### src/rtl/branch_ctrl_if.sv
// Branch-resolve / redirect bundle between the EX branch unit, fetch and the branch controller.
// Latency: none; this is wiring only.
// Backpressure: fetch stalls the redirect through stall_in; the controller holds redirect state meanwhile.
interface branch_ctrl_if #(
   parameter int CNT_W = 16
);
   logic             br_valid;
   logic             br_taken;
   logic [15:0]      br_pc;
   logic [15:0]      br_off;
   logic             stall_in;
   logic             clr_cnt;
   logic             redirect_valid;
   logic [15:0]      redirect_pc;
   logic             flush_if;
   logic             flush_id;
   logic             busy;
   logic [CNT_W-1:0] branch_cnt;
   logic [CNT_W-1:0] mispredict_cnt;

   // Pipeline side: drives resolved branches and stall, observes redirect/flush/statistics.
   modport master (
      output br_valid, br_taken, br_pc, br_off, stall_in, clr_cnt,
      input  redirect_valid, redirect_pc, flush_if, flush_id, busy,
             branch_cnt, mispredict_cnt
   );

   // Controller side.
   modport slave (
      input  br_valid, br_taken, br_pc, br_off, stall_in, clr_cnt,
      output redirect_valid, redirect_pc, flush_if, flush_id, busy,
             branch_cnt, mispredict_cnt
   );
endinterface

### src/rtl/branch_ctrl.sv
// Branch resolution controller: static not-taken, so each taken branch redirects fetch and squashes wrong-path work.
// Latency: redirect_valid 1 cycle after the accepting edge; busy for FLUSH_CYCLES plus stalled cycles.
// Backpressure: stall_in holds REDIR (handshake pending) and freezes the FLUSH down-counter.
module branch_ctrl #(
   parameter int FLUSH_CYCLES = 2,
   parameter int CNT_W        = 16
) (
   input  logic          clk,
   input  logic          rst,
   branch_ctrl_if.slave  bus
);

   typedef enum logic [1:0] {
      S_IDLE  = 2'd0,
      S_REDIR = 2'd1,
      S_FLUSH = 2'd2
   } state_t;

   // Remaining squash cycles after the redirect cycle itself.
   localparam logic [3:0]       FLUSH_LOAD = 4'(FLUSH_CYCLES - 1);
   localparam logic [CNT_W-1:0] CNT_ONE    = CNT_W'(1);
   localparam logic [CNT_W-1:0] CNT_MAX    = {CNT_W{1'b1}};

   state_t           state_q, state_d;
   logic [3:0]       fcnt_q, fcnt_d;
   logic [15:0]      tgt_q, tgt_d;
   logic [CNT_W-1:0] br_cnt_q, br_cnt_d;
   logic [CNT_W-1:0] mp_cnt_q, mp_cnt_d;
   logic             accept;

   // Only IDLE accepts branches; anything seen in REDIR/FLUSH is wrong-path.
   assign accept = (state_q == S_IDLE) && bus.br_valid;

   // Next-state logic: capture target on a taken branch, wait out the fetch handshake, then count the squash.
   always_comb begin
      state_d = state_q;
      fcnt_d  = fcnt_q;
      tgt_d   = tgt_q;
      unique case (state_q)
         S_IDLE: begin
            if (bus.br_valid && bus.br_taken) begin
               tgt_d   = bus.br_pc + bus.br_off;
               state_d = S_REDIR;
            end
         end
         S_REDIR: begin
            if (!bus.stall_in) begin
               fcnt_d  = FLUSH_LOAD;
               state_d = (FLUSH_CYCLES == 1) ? S_IDLE : S_FLUSH;
            end
         end
         S_FLUSH: begin
            if (!bus.stall_in) begin
               fcnt_d = fcnt_q - 4'd1;
               if (fcnt_q == 4'd1) begin
                  state_d = S_IDLE;
               end
            end
         end
         default: state_d = S_IDLE;
      endcase
   end

   // Statistics next-state: clear beats increment, increments stop at all-ones.
   always_comb begin
      br_cnt_d = br_cnt_q;
      mp_cnt_d = mp_cnt_q;
      if (bus.clr_cnt) begin
         br_cnt_d = '0;
         mp_cnt_d = '0;
      end else if (accept) begin
         if (br_cnt_q != CNT_MAX) begin
            br_cnt_d = br_cnt_q + CNT_ONE;
         end
         if (bus.br_taken && (mp_cnt_q != CNT_MAX)) begin
            mp_cnt_d = mp_cnt_q + CNT_ONE;
         end
      end
   end

   // State and statistics registers; reset drops any in-flight redirect.
   always_ff @(posedge clk) begin
      if (rst) begin
         state_q  <= S_IDLE;
         fcnt_q   <= 4'd0;
         tgt_q    <= 16'h0000;
         br_cnt_q <= '0;
         mp_cnt_q <= '0;
      end else begin
         state_q  <= state_d;
         fcnt_q   <= fcnt_d;
         tgt_q    <= tgt_d;
         br_cnt_q <= br_cnt_d;
         mp_cnt_q <= mp_cnt_d;
      end
   end

   // Outputs decode from registers only, so no input reaches an output combinationally.
   assign bus.redirect_valid = (state_q == S_REDIR);
   assign bus.flush_id       = (state_q == S_REDIR);
   assign bus.flush_if       = (state_q != S_IDLE);
   assign bus.busy           = (state_q != S_IDLE);
   assign bus.redirect_pc    = tgt_q;
   assign bus.branch_cnt     = br_cnt_q;
   assign bus.mispredict_cnt = mp_cnt_q;

endmodule

### src/flat_wrapper.sv
// flat-port wrapper written by rule: the top's interface ports become plain ports
module branch_ctrl_flat 
#(
   parameter int FLUSH_CYCLES = 2,
   parameter int CNT_W        = 16
)
  (clk, rst, bus_br_valid, bus_br_taken, bus_br_pc, bus_br_off, bus_stall_in, bus_clr_cnt, bus_redirect_valid, bus_redirect_pc, bus_flush_if, bus_flush_id, bus_busy, bus_branch_cnt, bus_mispredict_cnt);
  branch_ctrl_if #(.CNT_W(CNT_W)) bus_i ();
  input  logic clk;
  input  logic rst;
  input wire logic [$bits(bus_i.br_valid)-1:0] bus_br_valid;
  input wire logic [$bits(bus_i.br_taken)-1:0] bus_br_taken;
  input wire logic [$bits(bus_i.br_pc)-1:0] bus_br_pc;
  input wire logic [$bits(bus_i.br_off)-1:0] bus_br_off;
  input wire logic [$bits(bus_i.stall_in)-1:0] bus_stall_in;
  input wire logic [$bits(bus_i.clr_cnt)-1:0] bus_clr_cnt;
  output wire logic [$bits(bus_i.redirect_valid)-1:0] bus_redirect_valid;
  output wire logic [$bits(bus_i.redirect_pc)-1:0] bus_redirect_pc;
  output wire logic [$bits(bus_i.flush_if)-1:0] bus_flush_if;
  output wire logic [$bits(bus_i.flush_id)-1:0] bus_flush_id;
  output wire logic [$bits(bus_i.busy)-1:0] bus_busy;
  output wire logic [$bits(bus_i.branch_cnt)-1:0] bus_branch_cnt;
  output wire logic [$bits(bus_i.mispredict_cnt)-1:0] bus_mispredict_cnt;
  assign bus_i.br_valid = bus_br_valid;
  assign bus_i.br_taken = bus_br_taken;
  assign bus_i.br_pc = bus_br_pc;
  assign bus_i.br_off = bus_br_off;
  assign bus_i.stall_in = bus_stall_in;
  assign bus_i.clr_cnt = bus_clr_cnt;
  assign bus_redirect_valid = bus_i.redirect_valid;
  assign bus_redirect_pc = bus_i.redirect_pc;
  assign bus_flush_if = bus_i.flush_if;
  assign bus_flush_id = bus_i.flush_id;
  assign bus_busy = bus_i.busy;
  assign bus_branch_cnt = bus_i.branch_cnt;
  assign bus_mispredict_cnt = bus_i.mispredict_cnt;
  branch_ctrl #(.FLUSH_CYCLES(FLUSH_CYCLES), .CNT_W(CNT_W)) u_core (.clk(clk), .rst(rst), .bus(bus_i));
endmodule
### config.mk
export PLATFORM = sky130hd
export DESIGN_NAME = branch_ctrl_flat
export DESIGN_NICKNAME = d
export VERILOG_FILES = /design/src/rtl/branch_ctrl_if.sv /design/src/rtl/branch_ctrl.sv /design/src/flat_wrapper.sv
export SDC_FILE = /design/constraint.sdc
export NUM_CORES = 1
export LEC_CHECK = 0
export ABC_AREA = 1
export CORE_MARGIN = 5
export CORE_UTILIZATION = 50
export CTS_CLUSTER_SIZE = 16
export DETAILED_ROUTE_END_ITERATION = 6
export PLACE_DENSITY_LB_ADDON = 0.3
export SETUP_SLACK_MARGIN = 0.2
export SYNTH_ARGS = -nofsm -noshare
export SYNTH_HDL_FRONTEND = slang
export SYNTH_SLANG_ARGS = --single-unit
### constraint.sdc
create_clock -name clk -period 1.8 [get_ports clk]
set_input_delay 0.36 -clock clk [delete_from_list [all_inputs] [get_ports clk]]
set_output_delay 0.36 -clock clk [all_outputs]
set_load 0.005 [all_outputs]
==> qor.csv, run 1 <==
metric,value,unit
start_util,0.514,
yosysSeqAreaShare,0.290,
core-area,7250,um^2
grt_pass1_wl,17300,um
avgSynthCellArea,6.35,um^2
die_y,96.3,um
grt_max_degree,27,
place_inst,793,
tightest_slew,0.343,ns
place_area,4920,um^2
antenna_found_initial,0,
h-tree-depth,2,
synth-warning-count,0,
cp-start-kind,register,
syn_area,3730,um^2
fin_area,5630,um^2
r2r_slack,0.18,ns
ir_worst_vdd,0.301,mV
cellLeakagePower,2.65,nW
powerDensity,521,nW/um^2
register_area,1170,um^2
hold_ws,0.459,ns
io-pin-count,90,
grt_setup_unrepaired,true,
finalWirelength,11300,um
synth_fp_nets,645,
postLayoutCoreUtil,0.776,
nets,778,
cp_max_fo,5,
hold_path_class,input port to register,
die_area,9280,um^2
cts_buffer_depth,2,
setup_viol,0,
finalClockSkew,0.00600,ns
area_growth,50.9,%
hold_viol_final,0,
synth.top_cell.area_share,0.290,
arrival,1.86,ns
grt_pass1_vias,3884,
via_per_inst,5.20,
min_period,1.62,ns
drt.antenna.violating_nets,0,
synth_cell_types,32,
syn_inst,587,
yosysTopAreaCell,dfxtp_1,
synthTopCellsByArea,"dfxtp_1 (29%), nand2_1 (19%), inv_1 (8.9%)",
r2r_end,u_core.bus.branch_cnt[15],
max_freq,617,MHz
globalRouteTotalUtil,0.230,
crit_path_end_kind,register,
row_count,31,
status,"complete, no violations",
die_width,96.3,um
detail_route.wl_per_cell,13.8,um
ff2ff_path_depth,9,
dp_hpwl,7450,um
drc_errors,0,
ys_ff_latch,54,
clk_pin_slew,0.10,ns
worstPathRequired,2.04,ns
relSlewSlack,0.769,
drv_slew,0,
criticalPathCategory,register to register,
cts_tree,built,
r2r_start,u_core.bus.branch_cnt[0],
hold_start,bus_br_off[0],
final-instance-count-excl-fill,819,
portBuffers,89,
place_congestion,0.890,
cts_buffers,5,
power.total,0.00293,W
drt_iter0_drc,174,
clock-root-buffer,clkbuf_8,
overflow,0,
dr.pass1.iters,5,
clock-sinks,54,
multi_input_area,2580,um^2
hold_depth,4,
drive_above_1_share,0.239,
ctsHoldBuffers,0,
final.period_utilization,0.900,
worst_skew_pair.late_latency,0.31,ns
fillCellCount,496,
max_cap_violations,0,
vias,4259,
num_antenna_cells,0,
min_to,u_core.bus.redirect_pc[0],
crit_start,u_core.bus.branch_cnt[0],
[worst max-delay path, cell delays in order, from the launching register on]
cell and delay, ns:
dfxtp_2 0.34, buf_4 0.11, ha_4 0.17, nand3_1 0.14, nor2_2 0.16, nand3_2 0.14
nand2_4 0.14, buf_4 0.13, nand2_1 0.06, a21oi_1 0.15
[timing repair]
item                                    in CTS  in global routing
endpoints found under the setup margin      72                 66
pin swaps                                    7                 22
gates cloned                                 0                  1
resized for setup                           80                 80
endpoints found under the hold margin        0                  0
setup buffers                                5                 13
[registers in the layout (all words and copies together) (netlist names)]
signal / cells
u_core.bus.redirect_pc: 16
u_core.fcnt_q: 4
u_core.bus.branch_cnt: 16
u_core.state_q: 2
u_core.bus.mispredict_cnt: 16
[cells in the mapped netlist]
cell,instances
nor2_1,68
buf_2,5
nand2_2,1
xnor2_1,10
nor3_2,2
a21oi_2,10
clkbuf_1,2
buf_6,3
inv_2,2
nand2_1,185
nor2_2,2
ha_1,19
nand2_4,3
dfxtp_1,54
nor3_1,8
nand3b_1,1
inv_1,88
clkinv_1,1
o22ai_1,1
o21ai_0,13
nand3_1,37
nor2_4,4
buf_1,1
fa_1,1
buf_4,2
a21oi_1,30
a211oi_1,1
or2_2,2
nand3_2,2
o211ai_1,3
xor2_1,16
nand4_1,10
[power breakdown]
part	switching [W]	internal [W]	total, W
clock network	0.000389	0.000445	0.000835
registers	0.0000268	0.00121	0.00123
logic	0.000443	0.000420	0.000863
total	0.000859	0.00207	0.00293
[routing by layer]
metal,share of wire,vias to the layer above,wire length (um),track usage
li1,-,2096,-,-
met1,0.38,1937,4330,0.268
met2,0.52,191,5920,0.423
met3,0.066,35,750,0.0289
met4,0.030,0,336,0.0923
met5,0,-,0,0
[cells in the final DEF, fill, tap and decap left out, types with 4 or more instances in the layout]
master,count
nand4_1,10
dfxtp_4,19
nand2_2,14
clkbuf_8,6
xnor2_1,10
a21oi_2,16
o21ai_0,13
nor3_1,6
nand2_1,172
dlygate4sd2_1,14
nand3_2,5
inv_1,86
dfxtp_2,14
a21oi_1,24
ha_4,16
nand2_4,4
buf_4,46
dlymetal6s2s_1,19
dfxtp_1,21
nand3_1,31
nor2_1,62
clkdlybuf4s50_1,51
nor2_4,6
xor2_1,16
nor2_2,6
[cells by family after synthesis]
group                      synth area share
and+or+nand+nor                       0.374
buffers and inverters                 0.114
AOI/OAI and AO/OA                    0.0910
DFF                                   0.290
xor gates and xnor gates             0.0611
adders and majority gates            0.0692
[final cells by class]
class,instances,area share
clock buffer,6,0.0147
clock inverter,1,0.00534
inverter,91,0.0616
multi-input combinational,430,0.459
sequential,54,0.208
tap,99,0.0220
timing repair buffer,138,0.229
[worst max path at each step]
stage,cells past startpoint,endpoint,slack [ns]
floorplan,10,u_core.bus.redirect_pc[15],0.22
global placement,10,u_core.bus.redirect_pc[8],-0.29
detailed placement,11,u_core.bus.redirect_pc[15],-0.33
CTS,1,bus_branch_cnt[1],0.17
global route,9,u_core.bus.branch_cnt[6],0.07
finish,9,u_core.bus.branch_cnt[15],0.18
[stage by stage]
stage | TNS (ns) | worst slack [ns]
2_1_floorplan | 0 | 0.218
3_3_place_gp | -3.05 | -0.288
3_5_place_dp | -3.71 | -0.329
4_1_cts | 0 | 0.166
5_1_grt | 0 | 0.0690
6_report | 0 | 0.180
No activity file was read; power rests on OpenSTA's default activity.
==> run 2, diff against run 1 <==
Settings changed: GPL_ROUTABILITY_DRIVEN from default to 0.
==> results of run 2 <==
No change in the layout: final DEF, timing and power equal those of run 1.
